[src/rtl/maxpool_pkg.sv]
`default_nettype none
// ============================================================================
//  Module   : maxpool_pkg
//  Purpose  : Shared FSM state encoding, default geometry constants and small
//             helpers for the 2x2 max-pooling controller.
//  Options  : MAXPOOL_RELU_EN (used by max_acc) clamps pooled values at zero.
//  Revision : 1.0  initial release
// ============================================================================
package maxpool_pkg;

    // Default geometry of the convolution map and memory interface
    localparam int MP_N_C    = 26;
    localparam int MP_N_R    = 26;
    localparam int MP_DATA_W = 8;
    localparam int MP_ADDR_W = 10;

    // Controller states: four reads, one cycle to absorb the last datum,
    // one write cycle, and a one-cycle end-of-frame marker
    typedef enum logic [2:0] {
        ST_IDLE = 3'd0,
        ST_RD0  = 3'd1,
        ST_RD1  = 3'd2,
        ST_RD2  = 3'd3,
        ST_RD3  = 3'd4,
        ST_ACC  = 3'd5,
        ST_WR   = 3'd6,
        ST_DONE = 3'd7
    } state_t;

    // True for the states that issue a conv-memory read
    function automatic logic is_read_state(input state_t s);
        return (s == ST_RD0) || (s == ST_RD1) || (s == ST_RD2) || (s == ST_RD3);
    endfunction

    // True for the states in which a returning read datum is compared
    function automatic logic is_update_state(input state_t s);
        return (s == ST_RD2) || (s == ST_RD3) || (s == ST_ACC);
    endfunction

endpackage
`default_nettype wire

[src/rtl/max_acc.sv]
`default_nettype none
// ============================================================================
//  Module   : max_acc
//  Purpose  : Per-channel signed running maximum over one 2x2 window.
//             'init' loads the first datum, 'update' keeps the larger value
//             (strictly greater replaces). Output optionally clamped at zero.
//  Options  : MAXPOOL_RELU_EN - negative maxima are presented as 0.
//  Revision : 1.0  initial release
// ============================================================================
module max_acc
    import maxpool_pkg::*;
#(
    parameter int DATA_W = MP_DATA_W
) (
    input  logic                     clk,
    input  logic                     rst_n,
    input  logic                     init,
    input  logic                     update,
    input  logic signed [DATA_W-1:0] din,
    output logic signed [DATA_W-1:0] dout
);

    logic signed [DATA_W-1:0] max_q;
    logic signed [DATA_W-1:0] max_d;

    // Next maximum: first datum of a window loads, later ones only if larger
    always_comb begin
        max_d = max_q;
        if (init) begin
            max_d = din;
        end else if (update && (din > max_q)) begin
            max_d = din;
        end
    end

    // Running-maximum register, cleared by reset
    always_ff @(posedge clk or negedge rst_n) begin
        if (!rst_n) begin
            max_q <= '0;
        end else begin
            max_q <= max_d;
        end
    end

`ifdef MAXPOOL_RELU_EN
    // Rectified output: a negative maximum becomes zero
    assign dout = max_q[DATA_W-1] ? '0 : max_q;
`else
    // Raw signed maximum
    assign dout = max_q;
`endif

endmodule
`default_nettype wire

[src/rtl/maxpool_2x2_ctrl.sv]
`default_nettype none
// ============================================================================
//  Module   : maxpool_2x2_ctrl
//  Purpose  : 2x2 / stride-2 max-pooling controller for three conv channels.
//             Walks the pooled map in raster order; for each output pixel it
//             reads the four window addresses, keeps three running maxima and
//             writes the results to three channel regions of pooled memory.
//             Six cycles per output pixel.
//  Options  : MAXPOOL_RELU_EN - clamp pooled values below zero to zero.
//  Revision : 1.0  initial release
// ============================================================================
module maxpool_2x2_ctrl
    import maxpool_pkg::*;
#(
    parameter int N_C    = MP_N_C,
    parameter int N_R    = MP_N_R,
    parameter int DATA_W = MP_DATA_W,
    parameter int ADDR_W = MP_ADDR_W
) (
    input  logic                     clk,
    input  logic                     rst_n,
    input  logic                     start,
    output logic                     busy,
    output logic                     done,
    output logic                     ren,
    output logic [ADDR_W-1:0]        radd,
    input  logic signed [DATA_W-1:0] rdata1,
    input  logic signed [DATA_W-1:0] rdata2,
    input  logic signed [DATA_W-1:0] rdata3,
    output logic                     wen,
    output logic [ADDR_W-1:0]        wadd1,
    output logic [ADDR_W-1:0]        wadd2,
    output logic [ADDR_W-1:0]        wadd3,
    output logic signed [DATA_W-1:0] data_out1,
    output logic signed [DATA_W-1:0] data_out2,
    output logic signed [DATA_W-1:0] data_out3
);

    // Pooled-map geometry
    localparam int P_COLS = N_C / 2;
    localparam int P_ROWS = N_R / 2;
    localparam int P_TOT  = P_COLS * P_ROWS;

    localparam logic [ADDR_W-1:0] LAST_COL   = ADDR_W'(P_COLS - 1);
    localparam logic [ADDR_W-1:0] LAST_IDX   = ADDR_W'(P_TOT - 1);
    localparam logic [ADDR_W-1:0] ROW_STRIDE = ADDR_W'(2 * N_C);
    localparam logic [ADDR_W-1:0] COL_OFS    = ADDR_W'(N_C);
    localparam logic [ADDR_W-1:0] CH2_BASE   = ADDR_W'(P_TOT);
    localparam logic [ADDR_W-1:0] CH3_BASE   = ADDR_W'(2 * P_TOT);
    localparam logic [ADDR_W-1:0] ONE        = ADDR_W'(1);

    // State and pixel counters
    state_t            state_q, state_d;
    logic [ADDR_W-1:0] r_q, r_d;
    logic [ADDR_W-1:0] c_q, c_d;
    logic [ADDR_W-1:0] idx_q, idx_d;

    // Registered outputs
    logic              busy_q, busy_d;
    logic              done_q, done_d;
    logic              ren_q, ren_d;
    logic              wen_q, wen_d;
    logic [ADDR_W-1:0] radd_q, radd_d;
    logic [ADDR_W-1:0] wadd1_q, wadd1_d;
    logic [ADDR_W-1:0] wadd2_q, wadd2_d;
    logic [ADDR_W-1:0] wadd3_q, wadd3_d;

    // Window origin for the pixel the next state works on
    logic [ADDR_W-1:0] a0_d;

    // Accumulator control and per-channel data
    logic                     acc_init;
    logic                     acc_update;
    logic signed [DATA_W-1:0] ch_rdata [3];
    logic signed [DATA_W-1:0] ch_dout  [3];

    // Next state and raster counters; counters advance on leaving WR
    always_comb begin
        state_d = state_q;
        r_d     = r_q;
        c_d     = c_q;
        idx_d   = idx_q;
        case (state_q)
            ST_IDLE: begin
                r_d   = '0;
                c_d   = '0;
                idx_d = '0;
                if (start) begin
                    state_d = ST_RD0;
                end
            end
            ST_RD0:  state_d = ST_RD1;
            ST_RD1:  state_d = ST_RD2;
            ST_RD2:  state_d = ST_RD3;
            ST_RD3:  state_d = ST_ACC;
            ST_ACC:  state_d = ST_WR;
            ST_WR: begin
                if (idx_q < LAST_IDX) begin
                    state_d = ST_RD0;
                    idx_d   = idx_q + ONE;
                    if (c_q == LAST_COL) begin
                        c_d = '0;
                        r_d = r_q + ONE;
                    end else begin
                        c_d = c_q + ONE;
                    end
                end else begin
                    state_d = ST_DONE;
                end
            end
            ST_DONE: begin
                state_d = ST_IDLE;
                r_d     = '0;
                c_d     = '0;
                idx_d   = '0;
            end
            default: state_d = ST_IDLE;
        endcase
    end

    // Output values for the cycle spent in state_d
    always_comb begin
        a0_d    = (r_d * ROW_STRIDE) + (c_d + c_d);
        busy_d  = (state_d != ST_IDLE);
        done_d  = (state_d == ST_DONE);
        ren_d   = is_read_state(state_d);
        wen_d   = (state_d == ST_WR);
        radd_d  = radd_q;
        wadd1_d = wadd1_q;
        wadd2_d = wadd2_q;
        wadd3_d = wadd3_q;
        case (state_d)
            ST_RD0:  radd_d = a0_d;
            ST_RD1:  radd_d = a0_d + ONE;
            ST_RD2:  radd_d = a0_d + COL_OFS;
            ST_RD3:  radd_d = a0_d + COL_OFS + ONE;
            default: radd_d = radd_q;
        endcase
        if (state_d == ST_WR) begin
            wadd1_d = idx_d;
            wadd2_d = idx_d + CH2_BASE;
            wadd3_d = idx_d + CH3_BASE;
        end
    end

    // FSM, counters and registered outputs
    always_ff @(posedge clk or negedge rst_n) begin
        if (!rst_n) begin
            state_q <= ST_IDLE;
            r_q     <= '0;
            c_q     <= '0;
            idx_q   <= '0;
            busy_q  <= 1'b0;
            done_q  <= 1'b0;
            ren_q   <= 1'b0;
            wen_q   <= 1'b0;
            radd_q  <= '0;
            wadd1_q <= '0;
            wadd2_q <= '0;
            wadd3_q <= '0;
        end else begin
            state_q <= state_d;
            r_q     <= r_d;
            c_q     <= c_d;
            idx_q   <= idx_d;
            busy_q  <= busy_d;
            done_q  <= done_d;
            ren_q   <= ren_d;
            wen_q   <= wen_d;
            radd_q  <= radd_d;
            wadd1_q <= wadd1_d;
            wadd2_q <= wadd2_d;
            wadd3_q <= wadd3_d;
        end
    end

    // Read data lags the address by one cycle: the RD0 datum arrives in RD1
    // and the RD3 datum in ACC
    assign acc_init   = (state_q == ST_RD1);
    assign acc_update = is_update_state(state_q);

    assign ch_rdata[0] = rdata1;
    assign ch_rdata[1] = rdata2;
    assign ch_rdata[2] = rdata3;

    // One running-maximum unit per channel
    generate
        for (genvar g = 0; g < 3; g++) begin : g_ch
            max_acc #(
                .DATA_W (DATA_W)
            ) u_max_acc (
                .clk    (clk),
                .rst_n  (rst_n),
                .init   (acc_init),
                .update (acc_update),
                .din    (ch_rdata[g]),
                .dout   (ch_dout[g])
            );
        end
    endgenerate

    assign busy      = busy_q;
    assign done      = done_q;
    assign ren       = ren_q;
    assign radd      = radd_q;
    assign wen       = wen_q;
    assign wadd1     = wadd1_q;
    assign wadd2     = wadd2_q;
    assign wadd3     = wadd3_q;
    assign data_out1 = ch_dout[0];
    assign data_out2 = ch_dout[1];
    assign data_out3 = ch_dout[2];

endmodule
`default_nettype wire
[config.mk]
export PLATFORM = sky130hd
export DESIGN_NAME = maxpool_2x2_ctrl
export DESIGN_NICKNAME = d
export VERILOG_FILES = /design/src/rtl/maxpool_pkg.sv /design/src/rtl/max_acc.sv /design/src/rtl/maxpool_2x2_ctrl.sv
export SDC_FILE = /design/constraint.sdc
export NUM_CORES = 1
export LEC_CHECK = 0
export CORE_MARGIN = 4
export CORE_UTILIZATION = 45
export CTS_CLUSTER_SIZE = 12
export DETAILED_ROUTE_END_ITERATION = 10
export PLACE_DENSITY_LB_ADDON = 0.2
export SYNTH_ARGS = -nofsm -noshare
export SYNTH_HDL_FRONTEND = slang
export SYNTH_SLANG_ARGS = --single-unit
export TNS_END_PERCENT = 20
[constraint.sdc]
create_clock -name clk -period 4.3 [get_ports clk]
set_input_delay 0.86 -clock clk [delete_from_list [all_inputs] [get_ports clk]]
set_output_delay 0.86 -clock clk [all_outputs]
set_load 0.02 [all_outputs]
# After elaboration in Yosys (flattened, before gate mapping)

Index checks and enable logic that the tools add are counted.

Order comparisons: 4
Muxes and demuxes: 18
Add/sub/neg operators: 10
$mul: 1
Reduce and logical (&&, ||, !) cells: 15
Eq/ne operators: 14

Operators with widths:

| operator                                                              | count |
|---|---|
| 10-bit one-hot mux with 2 select lines                                | 3 |
| 10-bit by 1-bit adder with 10-bit output, second input constant       | 5 |
| 10-bit two-way mux                                                    | 5 |
| 8-bit two-way mux                                                     | 6 |
| 10-bit one-hot mux with 4 select lines                                | 1 |
| 8-bit > comparator                                                    | 3 |
| 3-bit one-hot mux with 8 select lines                                 | 1 |
| 3-bit == test, second input constant                                  | 7 |
| 10-bit adder                                                          | 2 |
| 3-bit by 2-bit == test with 1-bit output, second input constant       | 4 |
| 10-bit by 5-bit adder with 10-bit output, second input constant       | 1 |
| 10-bit by 8-bit adder with 10-bit output, second input constant       | 1 |
| 10-bit by 9-bit adder with 10-bit output, second input constant       | 1 |
| 10-bit by 4-bit == test with 1-bit output, second input constant      | 1 |
| 10-bit by 8-bit < comparator with 1-bit output, second input constant | 1 |
| 10-bit by 4-bit multiplier with 8-bit output, second input constant   | 1 |
| 3-bit by 1-bit == test with 1-bit output, second input constant       | 2 |
| 3-bit two-way mux                                                     | 2 |
| 2-bit nonzero test                                                    | 3 |
| 1-bit logical OR                                                      | 5 |
| 4-bit nonzero test                                                    | 1 |
| 1-bit logical AND                                                     | 3 |
| 3-bit logical NOT                                                     | 1 |
| 3-bit nonzero test                                                    | 1 |
| 2-bit OR reduction                                                    | 1 |

Bits of input ports: 27
Bits in registers: 101
Logic and storage cells: 77
Output and inout port bits: 68

# Depth between registers and ports, before layout

Gate-level depths: netlist of run 1.

Depth in word-level cells: 9
Depth in mapped cells: 23
Depth with buffers taken out: 23

# Cells and area by module

A second synthesis of run 1 with hierarchy kept.

Cells, all modules: 656
Area, all modules: 6,268.5 sq um

Modules (own cells, without submodules):

| module           | sequential area each (sq um) | cells each | area an instance (sq um) | instances |
|---|---|---|---|---|
| maxpool_2x2_ctrl | 1,851.8                      | 521        | 4,714.5                  | 1 |
| max_acc          | 200.2                        | 45         | 518.0                    | 3 |

# Worst setup path after synthesis of run 1

OpenSTA, ideal clock, no wires.

Path kind: reg2reg
From: register c_q[0]
To: register radd_q[9], in the netlist radd[9]
Stages on the path, launching flop included: 22
Arrival: 4,583 ps
Required time: 4,223 ps
Setup time: 77 ps
Path slack: -360 ps
Buffers on the path: 0
Cell sequence: dfrtp_1 inv_1 ha_1 nor2b_1 nand4_1 nor2_2 o21ai_0 a32o_1 a22o_1 ha_1 fa_1 fa_1 ha_1 o21ai_0 a21oi_1 o21ai_0 nand2b_1 xnor2_1 nand3b_1 xnor2_1 xnor3_1 a21oi_1

Cells in the longest elaborated chain, start to end: 9
Elaborated cells between the ends (all ways): 15
Classes of those cells: 6 x add/sub; 1 x mul; 1 x eq/ne; 7 x mux

RTL lines:

| element                                        | line                                             | source |
|---|---|---|
| from (decl)                                    | maxpool_2x2_ctrl.sv:55                           | `logic [ADDR_W-1:0] c_q, c_d;` |
| from (signal assigned)                         | maxpool_2x2_ctrl.sv:151                          | `c_q <= '0;` |
| from (signal assigned)                         | maxpool_2x2_ctrl.sv:164                          | `c_q <= c_d;` |
| 10-bit by 4-bit == test with 1-bit output *    | maxpool_2x2_ctrl.sv:101                          | `if (c_q == LAST_COL) begin` |
| 10-bit two-way mux *                           | maxpool_2x2_ctrl.sv:101                          |  |
| 10-bit two-way mux *                           | maxpool_2x2_ctrl.sv:98                           | `if (idx_q < LAST_IDX) begin` |
| 10-bit one-hot mux with 2 select lines *       | maxpool_2x2_ctrl.sv:83                           | `case (state_q)` |
| via r_d[1]                                     | maxpool_2x2_ctrl.sv:54                           | `logic [ADDR_W-1:0] r_q, r_d;` |
| 10-bit by 4-bit multiplier with 8-bit output * | maxpool_2x2_ctrl.sv:123                          | `a0_d = (r_d * ROW_STRIDE) + (c_d + c_d);` |
| 10-bit adder *                                 | maxpool_2x2_ctrl.sv:123                          |  |
| 10-bit by 5-bit adder with 10-bit output       | maxpool_2x2_ctrl.sv:135, maxpool_2x2_ctrl.sv:136 |  |
| 10-bit by 1-bit adder with 10-bit output       | maxpool_2x2_ctrl.sv:136                          | `ST_RD3: radd_d = a0_d + COL_OFS + ONE;` |
| 10-bit one-hot mux with 4 select lines *       | maxpool_2x2_ctrl.sv:132                          | `case (state_d)` |
| to (signal assigned)                           | maxpool_2x2_ctrl.sv:170                          | `radd_q <= radd_d;` |
| to (decl)                                      | maxpool_2x2_ctrl.sv:63                           | `logic [ADDR_W-1:0] radd_q, radd_d;` |

Mark *: on every way through the listed nets, which the timed path passes. The rest lies on a longest branch.
A chain may end at the register's enable or synchronous reset.

# Worst setup path in the final report of run 1

Same ends and word-level chain as after synthesis.

==> qor.txt, run 1 <==
Asr flop ratio synth - 100%
DIE AREA - 15000 sq um
Non-Filler Instances - 942
Mapped Area - 5920 sq um
Sw frac - 39.4%
Ant. Diodes - 0
First-pass GRT wire length - 24100 microns
Synth cell types - 55
Clock Latency Late Sink - 0.35 ns
TritonCTS clock tree - built
Port Buffers - 94
Drt pass-1 iters - 5
Area growth, synth to finish - 32.4%
Hold Vio Cnt, Final - 0
Synth top area share - 41.4%
Status - complete, but fails checks
Min-delay worst type - flip-flop to flip-flop
Initial antenna violation count - 0
Area after DPL - 7380 sq um
Vias per cell - 5.44
Total track usage - 20.0%
Layout cells sized above 1 - 16.2%
Sequential Power Share - 31.9%
Ranking of synthesized cells by area - dfrtp_1 (41%), ha_1 (10%), o21ai_0 (5.2%)
Cell Int Power - 2610 uW
CTS sink count - 98
Final instance area - 7830 sq um
Final setup TNS - -0.413 ns
Top cell type by total area after synthesis - dfrtp_1
Initial Utilization - 46.5%
Crit Path Max Fanout - 6
Actual transition at the worst max-transition pin - 0.997 ns
Crit end category - flip-flop
GRT overflow - 0
Final setup fails - 2
LEAKAGE - 0.00365 uW
WP data required - 4.57 ns
DRC - 0
DR WL/cell - 15.5 microns
Failing checks - negative setup slack
CORE AREA - 12700 sq um
RSZ-0062 raised after global routing - yes
Critical Path AT - 4.89 ns
Crit Path Category - flip-flop to flip-flop
Largest net degree at the start of global routing - 80
Crit path time final - 4.62 ns
Final Skew - 0.0107 ns
GPL Wtd Cong - 0.858
Antenna viol nets, final - 0
Syn nets - 709
Post-DP HPWL - 10900 microns
Post-synthesis cell count - 629
Layout net count - 845
Max frequency - 0.217 GHz
Clock group share of total power - 18.5%
Site Rows - 41
CTS Root Buffer Type - clkbuf_16
NetSw - 1700 uW
Final max-slew violation count - 0
Total wire length - 14600 microns
Setup ws final - -0.317 ns
Slew headroom - 33.5%
Post-synth EDFFs - 0
Crit share post-route - 107%
Max_cap viols - 0
Pwr/cell area - 549 nW/um^2
Die width - 123 microns
Yosys reg bits - 98
Initial drt markers - 280
Die height - 123 microns
Reg clk slew, reported paths - 0.07 ns
Synth Warn # - 0
DP Cell Count - 919
Logic pwr share - 49.6%
Cts bufs inserted - 9
Vias in the first global route - 5026
I/O Pins - 95
Syn Area/Cell - 9.41 sq um
Overall power - 4300 uW
Max H-tree Level - 3
VDD IR max - 407 uV
Top FF cell, synth - dfrtp_1
Max clock buf depth - 2
DR vias - 5120
Sequential share of the synthesized area - 41.4%
Crit start category - flip-flop
[worst max-delay path, cell delays in order, from the launching register on]
cell      delay, ns
dfrtp_1        0.38
inv_1          0.06
ha_2           0.16
nor2b_4        0.14
nand4_1        0.19
nor2_4         0.26
nand2_1        0.10
o31ai_1        0.25
a22o_1         0.26
ha_4           0.23
fa_2           0.55
fa_2           0.46
ha_4           0.27
o21ai_2        0.07
a21oi_2        0.06
o21ai_1        0.16
nand2b_1       0.09
xnor2_1        0.14
nand3b_1       0.18
xnor2_1        0.18
xnor3_1        0.22
a21oi_1        0.15
[registers in the layout, summed over array words and instances, names as in the netlist, named ones only]
| name | cells |
|---|---|
| ren | 1 |
| busy | 1 |
| wadd1 | 10 |
| g_ch.u_max_acc.dout | 24 |
| wen | 1 |
| c_q | 9 |
| done | 1 |
| wadd3 | 9 |
| idx_q | 10 |
| r_q | 8 |
| state_q | 3 |
| radd | 10 |
| wadd2 | 10 |
[per-stage QoR]
stage / setup WS (ns) / util [%] / hold WS [ns]
5_1_grt: -0.537 / 61.6 / 0.513
6_report: -0.317 / 61.6 / 0.478
2_1_floorplan: -0.0594 / - / 0.451
4_1_cts: -0.259 / 60.7 / 0.487
3_3_place_gp: -0.148 / 58.0 / 0.465
3_5_place_dp: -0.339 / 58.0 / 0.462
[placed cells by master (no fill, tap or decap), types with 7 or more instances in the layout]
cell type / n
a21oi_1: 23
a31oi_1: 7
and3_1: 7
buf_4: 57
clkbuf_16: 9
clkdlybuf4s50_1: 93
dfrtp_1: 98
ha_1: 41
inv_1: 48
mux2_2: 26
nand2_1: 64
nand2b_1: 9
nand3_1: 23
nand4_1: 9
nor2_1: 40
o21a_1: 16
o21ai_0: 55
o21ai_1: 10
xnor2_1: 26
xor2_1: 7
[final timing paths]
path | from | cells after the start | slack (ns) | end
setup / recovery | c_q[0] | 21 | -0.32 | radd[9]
hold / removal | wadd3[9] | 2 | 0.48 | wadd3[9]
setup reg to reg | c_q[0] | 21 | -0.32 | radd[9]
hold reg to reg | wadd3[9] | 2 | 0.48 | wadd3[9]
max in group asynchronous | rst_n | 2 | 2.77 | wadd2[4]
min in group asynchronous | rst_n | 1 | 0.67 | g_ch[1].u_max_acc.dout[1]
[layer usage]
layer  routed length (microns)  share of wire, %  up-vias  track usage [%]
met1                      6790                46     2467             27.6
li1                          -                 -     2467                -
met5                         0                 0        -                0
met4                       226               1.5        0             6.79
met2                      6710                46      167             31.5
met3                       884               6.1       19             4.19
[synthesized netlist by cell type, drive strengths merged, types with 9 or more instances]
cell type	count
a21oi	26
clkbuf	20
dfrtp	98
ha	48
inv	48
mux2	26
nand2	65
nand2b	9
nand3	24
nand4	9
nor2	41
o21a	16
o21ai	67
xnor2	26
[power by group through the flow]
stage / Combinational, uW / Sequential (uW) / Clock, uW
after floorplan: 1060 / 1600 / 0
after global placement: 2070 / 1380 / 0
after detailed placement: 2120 / 1390 / 0
after CTS: 2140 / 1370 / 826
after global routing: 2350 / 1410 / 861
final: 2130 / 1370 / 798
[kinds of logic (layout without fill, tap and decap cells)]
family          Yosys count  in the layout  share of synthesized area [%]
fa+ha+maj                53             53                           11.8
mux                      26             26                           4.95
buf+inv                  74            215                           4.80
simple gates            187            187                           15.0
compound gates          157            157                           16.7
xor+xnor                 34             34                           5.27
flops                    98             98                           41.4
[area by class of cell]
type                       instances  area [sq um]
fill                            1099          4890
tap                              172           215
clock buffer                       9           225
multi-input combinational        457          3320
clock inverter                     7          68.8
timing repair buffer             151          1370
inverter                          48           180
sequential                        98          2450
[repair_timing]
item / 4_1_cts / 5_1_grt
setup endpoints to repair: 3 / 4
resized for setup: 4 / 19
pin swaps: 7 / 18
buffers inserted: 4 / 3
hold buffers: 0 / 0
(Power assumes the default switching activity.)
==> run 2, diff against run 1 <==
ABC_AREA = 1   (was not set)
SYNTH_HIERARCHICAL = 1   (was not set)
==> qor.txt, run 2 <==
Min-Delay Endpoint - radd[0]
Clock Latency Late Sink - 0.36 ns (about the same)
Crit start category - flip-flop
Pwr/cell area - 568 nW/um^2 (+3.3%)
Origin of the worst min-delay path - radd[0]
Reg clk slew, reported paths - 0.07 ns (about the same)
Max frequency - 0.230 GHz (+6.1%)
Area growth, synth to finish - 29.3%
CP peak stage delay - 0.45 ns (-0.10 ns)
Setup ws final - -0.0501 ns (+0.267 ns)
Most common cell in the netlist - nand2_1
Post-synthesis adder-cell area fraction - 11.0% (-0.83 points)
Crit path time final - 4.35 ns (-0.267 ns)
Initial drt markers - 278 (-0.71%)
Actual transition at the worst max-transition pin - 0.917 ns (-0.0805 ns)
Reg2Reg Depth - 28 (+33%)
Post-synthesis cell count - 822 (+31%)
First-pass GRT wire length - 26300 microns (+9.2%)
Largest family of logic cells by synthesized area - simple AND/OR/NAND/NOR gates
Crit Path Category - flip-flop to flip-flop
Commonest cells after routing, fill and taps aside - nand2_1 (256), inv_1 (111), dfrtp_1 (98), clkdlybuf4s50_1 (93), nand3_1 (71)
GRT overflow - 0 (unchanged)
Synth Area in XOR/XNOR - 2.48% (-2.8 points)
Total track usage - 19.8% (-0.21 points)
RSZ-0062 raised after global routing - yes
Max_cap viols - 0 (unchanged)
Vias in the first global route - 5628 (+12%)
CTS sink count - 98 (unchanged)
Cts bufs inserted - 9 (unchanged)
DR WL/cell - 13.4 microns (-13%)
Fill cell count - 1281 (+17%)
Crit end category - flip-flop
CORE AREA - 13900 sq um (+9.1%)
Non-Filler Instances - 1144 (+21%)
Mapped Area - 6360 sq um (+7.5%)
Layout net count - 1039 (+23%)
Max H-tree Level - 3 (unchanged)
Largest register FFs - 24 (unchanged)
Antenna viol nets, final - 0 (unchanged)
DP Cell Count - 1113 (+21%)
Initial antenna violation count - 0 (unchanged)
Overall power - 4670 uW (+8.5%)
Post-CTS Hold Buffers - 0 (unchanged)
Vias per cell - 4.92 (-9.6%)
Max clock buf depth - 2 (unchanged)
Crit Path Max Fanout - 4 (-2)
NetSw - 2080 uW (+22%)
Asr flop ratio synth - 100% (unchanged)
Reg-to-Reg Start - c_q[1]
Top cell type by total area after synthesis - dfrtp_1
Slew headroom - 38.8% (+5.3 points)
Leading cell type in the layout, fill and taps excluded - nand2_1
Hold Vio Cnt, Final - 0 (unchanged)
Hold depth - 2 (unchanged)
Status - complete, but fails checks
Largest net degree at the start of global routing - 45 (-44%)
WP data required - 4.59 ns (+0.02 ns)
Critical Path AT - 4.64 ns (-0.25 ns)
LEAKAGE - 0.00421 uW (+15%)
Most frequent cell on the critical path - nand2_1
Min-delay worst type - flip-flop to flip-flop
Final max-slew violation count - 0 (unchanged)
Failing checks - negative setup slack
Crit share post-route - 101% (-6.2 points)
CTS Root Buffer Type - clkbuf_16
Die height - 127 microns (+3.5%)
Cell Int Power - 2590 uW (-0.49%)
Total wire length - 15400 microns (+5.2%)
Top FF cell, synth - dfrtp_1
Layout Utilization - 59.3% (-2.3 points)
Final setup fails - 1 (-1)
Ant. Diodes - 0 (unchanged)
Ranking of synthesized cells by area - dfrtp_1 (39%), nand2_1 (15%), ha_1 (9.4%)
Syn Area/Cell - 7.74 sq um (-18%)
Syn nets - 902 (+27%)
Commonest cells in the netlist - nand2_1 (260), inv_1 (115), dfrtp_1 (98)
DR vias - 5623 (+9.8%)
Final Skew - 0.00703 ns (-0.00371 ns)
Area after DPL - 7670 sq um (+4.0%)
Clock group share of total power - 17.1% (-1.4 points)
GPL Wtd Cong - 0.849 (-1.0%)
VDD IR max - 311 uV (-24%)
Post-synth EDFFs - 0 (unchanged)
Drt pass-1 iters - 4 (-1)
Die width - 127 microns (+3.5%)
Synth cell types - 47 (-15%)
FF-to-FF End - radd[9]
DIE AREA - 16100 sq um (+7.0%)
Sw frac - 44.4% (+5.0 points)
Worst path slowest cell - fa_2
Final instance area - 8230 sq um (+5.0%)
Logic pwr share - 54.2% (+4.6 points)
TritonCTS clock tree - built
Synth Warn # - 6 (+6)
Worst slack, placed - -0.142 ns (+0.197 ns)
Site Rows - 43 (+4.9%)
Post-synthesis compound-gate area fraction - 8.12% (-8.6 points)
Yosys reg bits - 98 (unchanged)
I/O Pins - 95 (unchanged)
Sequential Power Share - 28.7% (-3.2 points)
Initial Utilization - 45.8% (-0.66 points)
Synth top area share - 38.5% (-2.9 points)
Sequential share of the synthesized area - 38.5% (-2.9 points)
Layout cells sized above 1 - 15.7% (-0.57 points)
Mux share of post-synthesis cell area - 0% (-4.9 points)
Post-DP HPWL - 11100 microns (+1.9%)
R2r setup slk - -0.05 ns (+0.27 ns)
Synth Area in Simple Gates - 31.0% (+16 points)
Port Buffers - 94 (unchanged)
DRC - 0 (unchanged)
-- run 2: cell types whose count changed after synthesis, moves of 8 or more --
cell and delta:
nand2_1 +196, clkbuf_1 -17, mux2_2 -26, o21a_1 -8, inv_1 +67, a21oi_1 -11
nand2b_1 -9, xnor2_1 -22, nand2_2 +9, inv_2 +10, nand3_1 +53, o21ai_0 -42
-- run 2: through the flow --
step	hold slack [ns]	setup TNS (ns)
finish	0.486	-0.0501
global route	0.498	-0.661
CTS	0.488	0
detailed placement	0.468	-0.142
global placement	0.463	0
floorplan	0.493	0
-- run 2: worst max path at each step --
stage	cells past startpoint	to	slack [ns]	start
after floorplan	28	radd[9]	0.05	c_q[0]
after global placement	26	radd[9]	0.04	c_q[1]
after detailed placement	28	radd[9]	-0.14	c_q[1]
after CTS	29	radd[9]	0.003	c_q[0]
after global routing	27	radd[9]	-0.37	c_q[8]
final	28	radd[9]	-0.05	c_q[1]
-- run 2: layout make-up --
cell class,instances,area [sq um],share of cell area [%]
multi-input cells,584,3510,42.7
repair buffers,138,1270,15.4
well taps,180,225,2.74
clock buffers,9,225,2.74
clock inverters,7,63.8,0.776
inverters,128,480,5.84
flip-flops and latches,98,2450,29.8
-- run 2: what timing repair did --
item,4_1_cts,5_1_grt
gates resized for setup,11,24
pin swaps,11,13
buffers inserted,9,6
endpoints found under the hold margin,0,0
endpoints found under the setup margin,3,3
-- run 2: logic make-up (layout without fill, tap and decap cells) --
kind of cell | count (synthesis) | after routing
xor+xnor | 18 | 18
fa+ha+maj | 53 | 53
simple gates | 433 | 433
flops | 98 | 98
compound gates | 80 | 80
buf+inv | 140 | 282
-- run 2: worst max-delay path, delay by kind of cell, from the launching register on --
family / cells / cell delay [ns]
adder cells (fa/ha/maj): 5 / 1.62
AND/OR/NAND/NOR: 17 / 1.61
flip-flops: 1 / 0.40
buffers and inverters: 4 / 0.26
AO/OA/AOI/OAI: 1 / 0.25
XOR/XNOR: 1 / 0.15
-- run 2: metal layers --
metal	global-route usage, %	part of all wire [%]	wire length [microns]
met1	26.7	47	7190
met2	32.6	48	7380
met3	3.71	3.6	546
met4	6.12	1.7	258
met5	0	0	0
-- run 2: power groups by stage --
stage          registers (uW)  logic (uW)  clock network (uW)
3_3_place_gp             1350        2480                   0
3_5_place_dp             1360        2500                   0
6_report                 1340        2530                 800
5_1_grt                  1380        2840                 867
4_1_cts                  1340        2530                 823
2_1_floorplan            1600        1380                   0
